<file path="config.mk">
export PLATFORM = sky130hd
export DESIGN_NAME = master_wr_req_tracker
export DESIGN_NICKNAME = d
export VERILOG_FILES = /design/src/rtl/master_wr_req_tracker.sv
export SDC_FILE = /design/constraint.sdc
export NUM_CORES = 1
export LEC_CHECK = 0
export CAP_MARGIN = 20
export CORE_UTILIZATION = 48
export DETAILED_ROUTE_END_ITERATION = 6
export PLACE_DENSITY = 0.76
export SLEW_MARGIN = 15
export SYNTH_ARGS = -nofsm -noshare
export SYNTH_HDL_FRONTEND = slang
export SYNTH_SLANG_ARGS = --single-unit
export TNS_END_PERCENT = 30
</file>
<file path="constraint.sdc">
create_clock -name sys_clk -period 1.7 [get_ports sys_clk]
set_input_delay 0.255 -clock sys_clk [delete_from_list [all_inputs] [get_ports sys_clk]]
set_output_delay 0.255 -clock sys_clk [all_outputs]
set_load 0.02 [all_outputs]
</file>
<file path="src/rtl/master_wr_req_tracker.sv">
// master_wr_req_tracker
// Holds one sticky write request per master and counts each master's
// accepted-but-unanswered AW transactions; a master's request is released
// only when its last outstanding B response completes.
//
// Ports
//   sys_clk         clock, all state on rising edge
//   sys_rst         asynchronous active-high reset
//   m_awvalid       per-master write address valid
//   wr_grant        one-hot write grant from arbiter (all-zero = no grant)
//   s_awvalid       granted AW valid toward slave
//   m_awready       slave AW ready
//   m_bvalid        slave B valid
//   s_bready        granted master B ready
//   wr_reg_flag     burst-continuation flag, masks the B handshake
//   wr_req          registered request per master, to arbiter
//   wr_full         registered, master count == MAX_OUTSTANDING
//   wr_cnt          registered outstanding counts, master i at [i*CW +: CW]
//   wr_state_refre  combinational arbiter-refresh strobe
//   wr_err          sticky errors: [0] overflow, [1] underflow / bad grant
module master_wr_req_tracker #(
    parameter int unsigned NUM_MASTERS     = 3,
    parameter int unsigned MAX_OUTSTANDING = 4,
    localparam int unsigned CW             = $clog2(MAX_OUTSTANDING + 1)
) (
    input  logic                      sys_clk,
    input  logic                      sys_rst,
    input  logic [NUM_MASTERS-1:0]    m_awvalid,
    input  logic [NUM_MASTERS-1:0]    wr_grant,
    input  logic                      s_awvalid,
    input  logic                      m_awready,
    input  logic                      m_bvalid,
    input  logic                      s_bready,
    input  logic                      wr_reg_flag,
    output logic [NUM_MASTERS-1:0]    wr_req,
    output logic [NUM_MASTERS-1:0]    wr_full,
    output logic [NUM_MASTERS*CW-1:0] wr_cnt,
    output logic                      wr_state_refre,
    output logic [1:0]                wr_err
);

    typedef enum logic [1:0] {
        ST_IDLE   = 2'd0,
        ST_PEND   = 2'd1,
        ST_ACTIVE = 2'd2
    } st_e;

    localparam logic [CW-1:0] CNT_MAX = CW'(MAX_OUTSTANDING);
    localparam logic [CW-1:0] CNT_ONE = CW'(1);

    st_e              state_q   [NUM_MASTERS];
    st_e              state_nxt [NUM_MASTERS];
    logic [CW-1:0]    cnt_q     [NUM_MASTERS];
    logic [CW-1:0]    cnt_nxt   [NUM_MASTERS];
    logic [NUM_MASTERS-1:0] req_nxt;
    logic [NUM_MASTERS-1:0] full_nxt;
    logic [1:0]       err_nxt;

    logic                   grant_ok;
    logic                   aw_hs;
    logic                   b_hs;
    logic                   bad_grant;
    logic [NUM_MASTERS-1:0] aw_sel;
    logic [NUM_MASTERS-1:0] b_sel;
    logic                   ovf;
    logic                   unf;

    // Handshake qualification shared by all masters
    always_comb begin
        grant_ok  = (wr_grant != '0) &&
                    ((wr_grant & (wr_grant - NUM_MASTERS'(1))) == '0);
        aw_hs     = s_awvalid && m_awready;
        b_hs      = m_bvalid && s_bready && !wr_reg_flag;
        bad_grant = (aw_hs || b_hs) && (wr_grant != '0) && !grant_ok;
        aw_sel    = {NUM_MASTERS{aw_hs && grant_ok}} & wr_grant;
        b_sel     = {NUM_MASTERS{b_hs && grant_ok}} & wr_grant;
    end

    // Refresh strobe depends only on the handshakes, never on the counters
    assign wr_state_refre = b_hs && !aw_hs && grant_ok;

    // Per-master next-state, counter and error logic
    always_comb begin
        ovf = 1'b0;
        unf = 1'b0;
        for (int i = 0; i < int'(NUM_MASTERS); i++) begin
            state_nxt[i] = state_q[i];
            cnt_nxt[i]   = cnt_q[i];
            case (state_q[i])
                ST_IDLE: begin
                    if (aw_sel[i]) begin
                        state_nxt[i] = ST_ACTIVE;
                        cnt_nxt[i]   = CNT_ONE;
                    end else if (m_awvalid[i]) begin
                        state_nxt[i] = ST_PEND;
                    end
                    if (b_sel[i]) unf = 1'b1;
                end
                ST_PEND: begin
                    // request is sticky: only an AW handshake moves on
                    if (aw_sel[i]) begin
                        state_nxt[i] = ST_ACTIVE;
                        cnt_nxt[i]   = CNT_ONE;
                    end
                    if (b_sel[i]) unf = 1'b1;
                end
                ST_ACTIVE: begin
                    if (aw_sel[i] && b_sel[i]) begin
                        cnt_nxt[i] = cnt_q[i];
                    end else if (aw_sel[i]) begin
                        if (cnt_q[i] == CNT_MAX) ovf = 1'b1;
                        else                     cnt_nxt[i] = cnt_q[i] + CNT_ONE;
                    end else if (b_sel[i]) begin
                        if (cnt_q[i] == CNT_ONE) begin
                            cnt_nxt[i]   = '0;
                            state_nxt[i] = m_awvalid[i] ? ST_PEND : ST_IDLE;
                        end else begin
                            cnt_nxt[i] = cnt_q[i] - CNT_ONE;
                        end
                    end
                end
                default: begin
                    state_nxt[i] = ST_IDLE;
                    cnt_nxt[i]   = '0;
                end
            endcase
            req_nxt[i]  = (state_nxt[i] != ST_IDLE);
            full_nxt[i] = (cnt_nxt[i] == CNT_MAX);
        end
        err_nxt = wr_err | {unf | bad_grant, ovf};
    end

    // State, counters and registered outputs
    always_ff @(posedge sys_clk or posedge sys_rst) begin
        if (sys_rst) begin
            for (int i = 0; i < int'(NUM_MASTERS); i++) begin
                state_q[i] <= ST_IDLE;
                cnt_q[i]   <= '0;
            end
            wr_req  <= '0;
            wr_full <= '0;
            wr_err  <= '0;
        end else begin
            for (int i = 0; i < int'(NUM_MASTERS); i++) begin
                state_q[i] <= state_nxt[i];
                cnt_q[i]   <= cnt_nxt[i];
            end
            wr_req  <= req_nxt;
            wr_full <= full_nxt;
            wr_err  <= err_nxt;
        end
    end

    // Flatten the counter registers onto the output bus
    always_comb begin
        wr_cnt = '0;
        for (int i = 0; i < int'(NUM_MASTERS); i++) begin
            wr_cnt[i*CW +: CW] = cnt_q[i];
        end
    end

endmodule

</file>
Yosys cells after proc, flatten, opt, wreduce, memory -nomap -nowiden
Index checks and enable logic that the tools add are counted.

word-level totals
  bits of input ports = 13
  flip-flop bits (word level) = 23

operators by class
  reduce and logical (&&, ||, !) cells = 28
  bitwise gates (word level) = 5
  add/subtract/negate cells = 7
  multiplexer cells = 66
  equal/unequal tests = 15

operators by type and width
  operator                                              count
  2-to-1 mux 3 bit                                      18
  2-to-1 mux 2 bit                                      21
  2-to-1 mux 1 bit                                      21
  equality test 3 bit (second input constant)           6
  case mux 2 bit (3 select lines)                       3
  case mux 3 bit (2 select lines)                       3
  logical AND 1 bit                                     13
  subtractor 3 x 1 -> 3 bit (second input constant)     4
  adder 3 x 1 -> 3 bit (second input constant)          3
  AND 3 bit                                             3
  equality test 3 x 1 -> 1 bit (second input constant)  3
  equality test 2 x 1 -> 1 bit (second input constant)  3
  equality test 2 bit (second input constant)           3
  zero test 2 bit                                       3
  nonzero test 2 bit                                    3
  OR reduction 2 bit                                    3
  zero test 1 bit                                       3
  zero test 3 bit                                       1
  nonzero test 3 bit                                    1
  bitwise OR 2 bit                                      1
  logical OR 1 bit                                      1
  bitwise OR 1 bit                                      1

Logic depth before layout (Yosys ltp)
  depth in word-level cells = 18
  mapped depth = 8
  depth with buffers taken out = 8

Least setup slack after synthesis
No wires, ideal clock.

  path type = register to register
  start point = register cnt_q, in the netlist wr_cnt[3]
  end point = register wr_full[1]
  data required time = 1.570 ns
  path slack = -0.105 ns
  cell stages (with the launch flop) = 9
  path buffers = 0
  arrival time = 1.676 ns
  cell sequence = dfrtp_1 inv_1 ha_1 nand3b_1 o21ai_0 a21oi_1 and2_1 o32ai_2 nor3_2

between the ends
  word-level cells in the longest chain between the ends = 7
  elaborated cells between the ends (all ways) = 12

ends and longest elaborated chain
  item                                                                              line      source
  start: declaration                                                                53        logic [CW-1:0] cnt_q [NUM_MASTERS];
  start signal: indexed assignment                                                  146       cnt_q[i] <= cnt_nxt[i];
  subtractor 3 x 1 -> 3 bit / equality test 3 x 1 -> 1 bit (equally long branches)  118, 114
  2-to-1 mux 3 bit                                                                  114       if (cnt_q[i] == CNT_ONE) begin
  2-to-1 mux 3 bit                                                                  113       end else if (b_sel[i]) begin
  2-to-1 mux 3 bit                                                                  110       end else if (aw_sel[i]) begin
  2-to-1 mux 3 bit                                                                  108       if (aw_sel[i] && b_sel[i]) begin
  case mux 3 bit (2 select lines) (*)                                               89        case (state_q[i])
  equality test 3 bit (*)                                                           128       full_nxt[i] = (cnt_nxt[i] == CNT_MAX);
  net full_nxt[1]                                                                   56        logic [NUM_MASTERS-1:0] full_nxt;
  end signal: assignment                                                            149       wr_full <= full_nxt;
  end: declaration                                                                  36        output logic [NUM_MASTERS-1:0] wr_full,

The timed path passes the listed nets; every way through them passes the cells marked *.

==> key figures <==
Synthesis
  • Synth area leaders: dfrtp_1, ha_1, o21ai_0, a21oi_1, nor2_1
  • Synth async-reset ratio: 1.00
  • Syn_area_per_cell: 9.03 um2
  • Register area share after synthesis: 0.311
  • Synthesized net count: 230
  • #FFs+latches synth: 23
  • Mapped Cells: 205
  • Cell taking the most area after synthesis: dfrtp_1
  • Post-synth EDFFs: 0
  • Top cell type's share of synthesized area: 0.311
  • Synth warnings: 0
  • Unique cell type count in the Yosys netlist: 57
  • Mapped cell area: 0.00185 mm2
  • Most common flop cell mapped by yosys: dfrtp_1

Critical path
  • CP Capture Type: flop
  • Startpoint types: flop
  • Worst R2R Setup Slack: -0.0002 ns
  • Slowest Stage Delay on Critical Path: 0.44 ns
  • Crit path max fanout: 3
  • Crit path from: wr_cnt[7]
  • Reg2Reg Depth: 9
  • Capturing point of the worst reg2reg path: wr_full[2]
  • WP data arrival: 1.89 ns
  • RR Startpoint: wr_cnt[7]
  • Crit Path Category: reg2reg
  • Worst-path cell chain: inv_2 > ha_2 > nor2b_4 > buf_6 > a2bb2oi_1 > o22ai_1 > nand2_1 > a31oi_2 > a211oi_2
  • Critical Path RT: 1.89 ns
  • Slowest CP cell: dfrtp_2

Finish
  • Most common cell after layout, fill and taps aside: buf_4
  • Sequential Area: 584 um2
  • Finished Cell Area: 0.00267 mm2
  • Antenna cells: 0
  • Layout filler cell count: 293
  • Area growth syn-to-layout: 44.1%
  • Layout cells sized above 1: 0.365
  • Multi-input gate area in the final layout: 0.00129 mm2
  • # nets final: 303
  • Fin cells: 325
  • Commonest cells after routing, fill and taps aside: buf_4, clkdlybuf4s50_1, nor2_1

Drt
  • Via count: 1872
  • Highest routed layer: met4
  • Antenna-violating nets left: 0
  • WL/cell: 15.2 um
  • Metal3 WL: 262 um
  • DRT iter0 DRCs: 94
  • Metal2 WL: 2370 um
  • Drt drc: 0
  • Via density: 5.76
  • First drt pass iteration count: 4
  • WL final: 4960 um
  • M1 WL: 2260 um

Global routing
  • Vias in the first global route: 1774
  • First-pass GRT wire length: 8050 um
  • Pin count of the biggest net entering global routing: 24
  • Antenna violations before repair: 0
  • Total track usage: 0.251
  • Global route total overflow: 0

Placed design
  • Post-placement cell area: 0.00246 mm2
  • DP Worst Slack: -0.457 ns
  • Placed cell count: 315
  • Input/output buffers: 30
  • Final GP Congestion: 0.913
  • Dpl hpwl: 3490 um

Flow run
  • Max-cap violation count: 0

STA
  • Setup Viol. Count Final: 1
  • Period utilization: 1.00
  • Worst-margin pin slew: 0.491 ns
  • Post-route setup slack: -0.000161 ns
  • Slew headroom: 0.669
  • Final Hold Viols: 0
  • RSZ-0062 raised after global routing: yes
  • Maximum clock frequency: 588 MHz
  • Min Tclk post-route: 1.70 ns
  • Max-slew violation count: 0
  • Setup TNS: -0.000161 ns
  • Worst Clk Skew: 0.00173 ns

Hold path
  • Worst min path class: in2async

Die
  • Die W: 64.1 um
  • Core area: 0.00369 mm2
  • I/O pins: 31
  • Die ar.: 0.00411 mm2
  • Starting Density: 0.502
  • Row count: 22
  • Die Y: 64.1 um

CTS
  • H-tree levels: 1
  • # clock sinks: 23
  • Later-pin clock latency in the skew report: 0.26 ns
  • Clock buffer depth: 2
  • CTS buffer count: 3
  • CTS tree: built
  • Root Driver: clkbuf_8
  • Hold Buf Count CTS: 0
  • Clock transition at path regs: 0.08 ns

Power and ir drop
  • PwrDens: 587 mW/mm2
  • Peak VDD IR: 0.494 mV
  • Leakage power: 1.15 nW

Run status
  • Failing checks: setup timing
  • Status: finished with violations
registers in the layout, summed over array words and instances, names as in the netlist:
register  count
state_q       6
wr_cnt        9
wr_err        2
wr_full       3
wr_req        3
repair_timing:
item,in CTS,in global routing
resized for setup,32,24
pin swaps,15,16
buffers inserted,5,1
endpoints found under the setup margin,17,12
synth_stat cells (all sizes together) (2+ instances only):
cell / count
a211o: 2
buf: 6
nor4: 3
a211oi: 2
o21ai: 20
a21oi: 15
nand2b: 6
and2: 5
a2bb2oi: 2
a31oi: 2
nand2: 13
dfrtp: 23
a32oi: 3
nand3: 6
o211a: 2
nor2b: 4
and3b: 2
ha: 12
inv: 11
nor3b: 2
nor3: 9
nand3b: 5
o211ai: 3
o32ai: 3
o22ai: 2
or2: 5
nor2: 21
layout make-up:
class / count / share of cell area
tap: 48 / 0.0225
timing repair buffer: 75 / 0.241
sequential: 23 / 0.219
clock buffer: 4 / 0.0169
multi-input combinational: 164 / 0.484
inverter: 11 / 0.0164
how the worst max path moves through the flow:
stage | end | slack, ns | depth (start not counted)
final | wr_full[2] | -0.0002 | 9
after detailed placement | wr_full[2] | -0.46 | 7
after CTS | wr_full[2] | 0.0003 | 8
after floorplan | wr_full[2] | -0.02 | 8
after global routing | wr_full[2] | -0.12 | 8
after global placement | wr_full[0] | -0.42 | 7
critical path: cells and delay by family, from the launching register on:
kind,cells,cell delay (ns)
AOI/OAI and AO/OA,4,0.57
adders and majority gates,1,0.18
buffers and inverters,2,0.20
DFF,1,0.44
and+or+nand+nor,2,0.23
cells by family after synthesis:
kind of cell | synth area share
and+or+nand+nor | 0.301
AOI/OAI and AO/OA | 0.255
DFF | 0.311
buffers and inverters | 0.0473
adders and majority gates | 0.0811
xor gates and xnor gates | 0.00473
power breakdown:
part / leakage [nW] / switching (W) / internal, W
Clock: 0.0228 / 0.000178 / 0.000167
Sequential: 0.273 / 0.0000378 / 0.000583
Combinational: 0.856 / 0.000307 / 0.000292
per-layer routing:
metal	vias to the layer above	GRT usage
met5	-	0
met1	898	0.349
li1	895	-
met2	73	0.406
met4	0	0.0806
met3	6	0.0286
through the flow:
| step | utilization | power, W | hold slack [ns] |
|---|---|---|---|
| 3_3_place_gp | 0.668 | 0.00115 | 0.451 |
| 2_1_floorplan | - | 0.000944 | 0.257 |
| 4_1_cts | 0.703 | 0.00151 | 0.338 |
| 6_report | 0.723 | 0.00157 | 0.325 |
| 3_5_place_dp | 0.668 | 0.00116 | 0.462 |
| 5_1_grt | 0.723 | 0.00165 | 0.384 |
(Power assumes the default switching activity.)
==> patch: new RTL, config.mk and constraints unchanged <==
Make the reset (`sys_rst`) synchronous in one clocked block. Comments in the files are not updated.
--- a/src/rtl/master_wr_req_tracker.sv
+++ b/src/rtl/master_wr_req_tracker.sv
@@ -131,7 +131,7 @@
     end
 
     // State, counters and registered outputs
-    always_ff @(posedge sys_clk or posedge sys_rst) begin
+    always_ff @(posedge sys_clk) begin
         if (sys_rst) begin
             for (int i = 0; i < int'(NUM_MASTERS); i++) begin
                 state_q[i] <= ST_IDLE;
Function: differs if sys_rst is asserted again (counterexample within 4 cycles, from zero or initial values and one cycle with sys_rst high); with sys_rst held inactive, the same outputs for 4 cycles.
==> patch against the original RTL <==
  * Sequential cell count is the same
  * Setup slack gained 12 ps
  * First-iteration DRC count grew 67%
  * Critical endpoint is now wr_req[1]$_SDFF_PP0_
  * Wire length grew 0.79%
  * Maximum frequency grew 0.70%
  * Cell area shrank 5.2%
  * Largest cell class unchanged
  * Count of clock-buffer cells in the layout is the same
  * Area after synthesis shrank 9.4%
  * Sequential share of layout area shrank 3.5 points
Power is not compared: it rests on default switching activity, and its combinational part moved more than twofold at a synthesized area within 25%.
==> patch: results (changes against the original RTL) <==
* Drt first-iter violations at 157 (+67%)
* Net Count, Synth at 252 (+9.6%)
* Gr usage total at 27.09% (+2.0 points)
* Crit-path slowest cell: or4b_4
* CP max FO at 7 (+4)
* Synth cell types at 51 (-11%)
* Rel. slew slack at 77.04% (+10 points)
* Worst Setup SP: wr_grant[1]
* CTS root buf: clkbuf_4
* FF-to-FF Start: cnt_q[0][0]$_SDFF_PP0_
* DR WL met3 at 312 um (+19%)
* Compound-Gate Fraction of Synth Area at 25.00% (-0.49 points)
* Commonest cells post-synth: 31 x nor2_1, 23 x dfxtp_1, 21 x nand2_1, 20 x a21oi_1, 12 x ha_1
* First-pass GRT wire length at 7.631 mm (-5.1%)
* Final WS setup at 11.69 ps (+11.85 ps)
* Pin count of the biggest net entering global routing at 13 (-46%)
* Fill cells at 267 (-8.9%)
* Worst path arrival time at 1960 ps (+70 ps)
* Post-DP HPWL at 3.625 mm (+3.9%)
* Dpl ws at -563.6 ps (-106.8 ps)
* Ys flop type: dfxtp_1
* Layout cells sized above 1 at 31.13% (-5.3 points)
* R2R Path End: wr_full[0]$_SDFF_PP0_
* Vias in the first global route at 1690 (-4.7%)
* Gate family responsible for the most delay along the worst path: simple AND/OR/NAND/NOR gates
* Status: finished clean
* HP Class: reg -> reg
* Flop-to-flop setup slack at 40 ps (+40 ps)
* Clk_lat worst skew at 320 ps (+60 ps)
* Clock-pin slew on the worst setup and hold paths at 120 ps (+40 ps)
* GP Congestion at 1.054 (+15%)
* Final nets at 328 (+8.3%)
* Seq/Total Area, Yosys at 27.46% (-3.6 points)
* Synth Area in XOR/XNOR at 0.5224% (+0.049 points)
* Vias/cell at 5.764 (about the same)
* CP Capture Point: wr_req[1]$_SDFF_PP0_
* Reg2Reg Depth at 7 (-2)
## patch: cell count changes after synthesis, sizes merged, moves of 4 or more
cell	change
o21ai	-7
nor2	+11
a21oi	+6
nand2	+9
dfxtp	+23
dfrtp	-23
and2	-4
clkbuf	+8
nand3	+4
or2	-4
## patch: final cells by class
class,count,area (um^2),area share [%]
multi-input combinational,184,1252,49.53
timing repair buffer,83,696.9,27.56
sequential,23,465.4,18.41
tap,46,57.56,2.276
inverter,8,30.03,1.188
clock buffer,4,26.28,1.039
## patch: worst register-to-register path, stage by stage (launching register included)
cell and delay [ps]:
dfxtp_2 360, ha_1 210, nor2b_1 140, a21oi_2 170, a32oi_1 70, o32a_1 320, o22ai_2 180, and3_1 170
## patch: through the flow
step	cells	setup TNS (ps)	util (%)	power, W	hold slack, ps
final	348	0	75.78	0.001102	501.0
after global routing	348	-194.7	75.78	0.001150	535.9
after CTS	348	0	73.83	0.001087	500.7
after detailed placement	339	-9143	70.75	0.0008250	473.4
after global placement	339	-8864	70.75	0.0008218	458.7
after floorplan	227	-180.0	-	0.0007024	398.2
## patch: worst min-delay path by stage
stage	from	to	depth (start not counted)
after CTS	state_q[0][3]$_SDFF_PP0_	state_q[0][2]$_SDFF_PP0_	1
after global routing	state_q[0][3]$_SDFF_PP0_	state_q[0][2]$_SDFF_PP0_	1
after global placement	wr_err[0]$_SDFF_PP0_	wr_err[0]$_SDFF_PP0_	2
after detailed placement	state_q[0][3]$_SDFF_PP0_	state_q[0][2]$_SDFF_PP0_	1
after floorplan	m_awvalid[2]	wr_req[2]$_SDFF_PP0_	2
final	state_q[0][3]$_SDFF_PP0_	state_q[0][2]$_SDFF_PP0_	1
## patch: cell families after synthesis
family          Yosys count
simple gates            107
xor+xnor                  1
mux                       1
flops                    23
buf+inv                  20
fa+ha+maj                12
compound gates           63
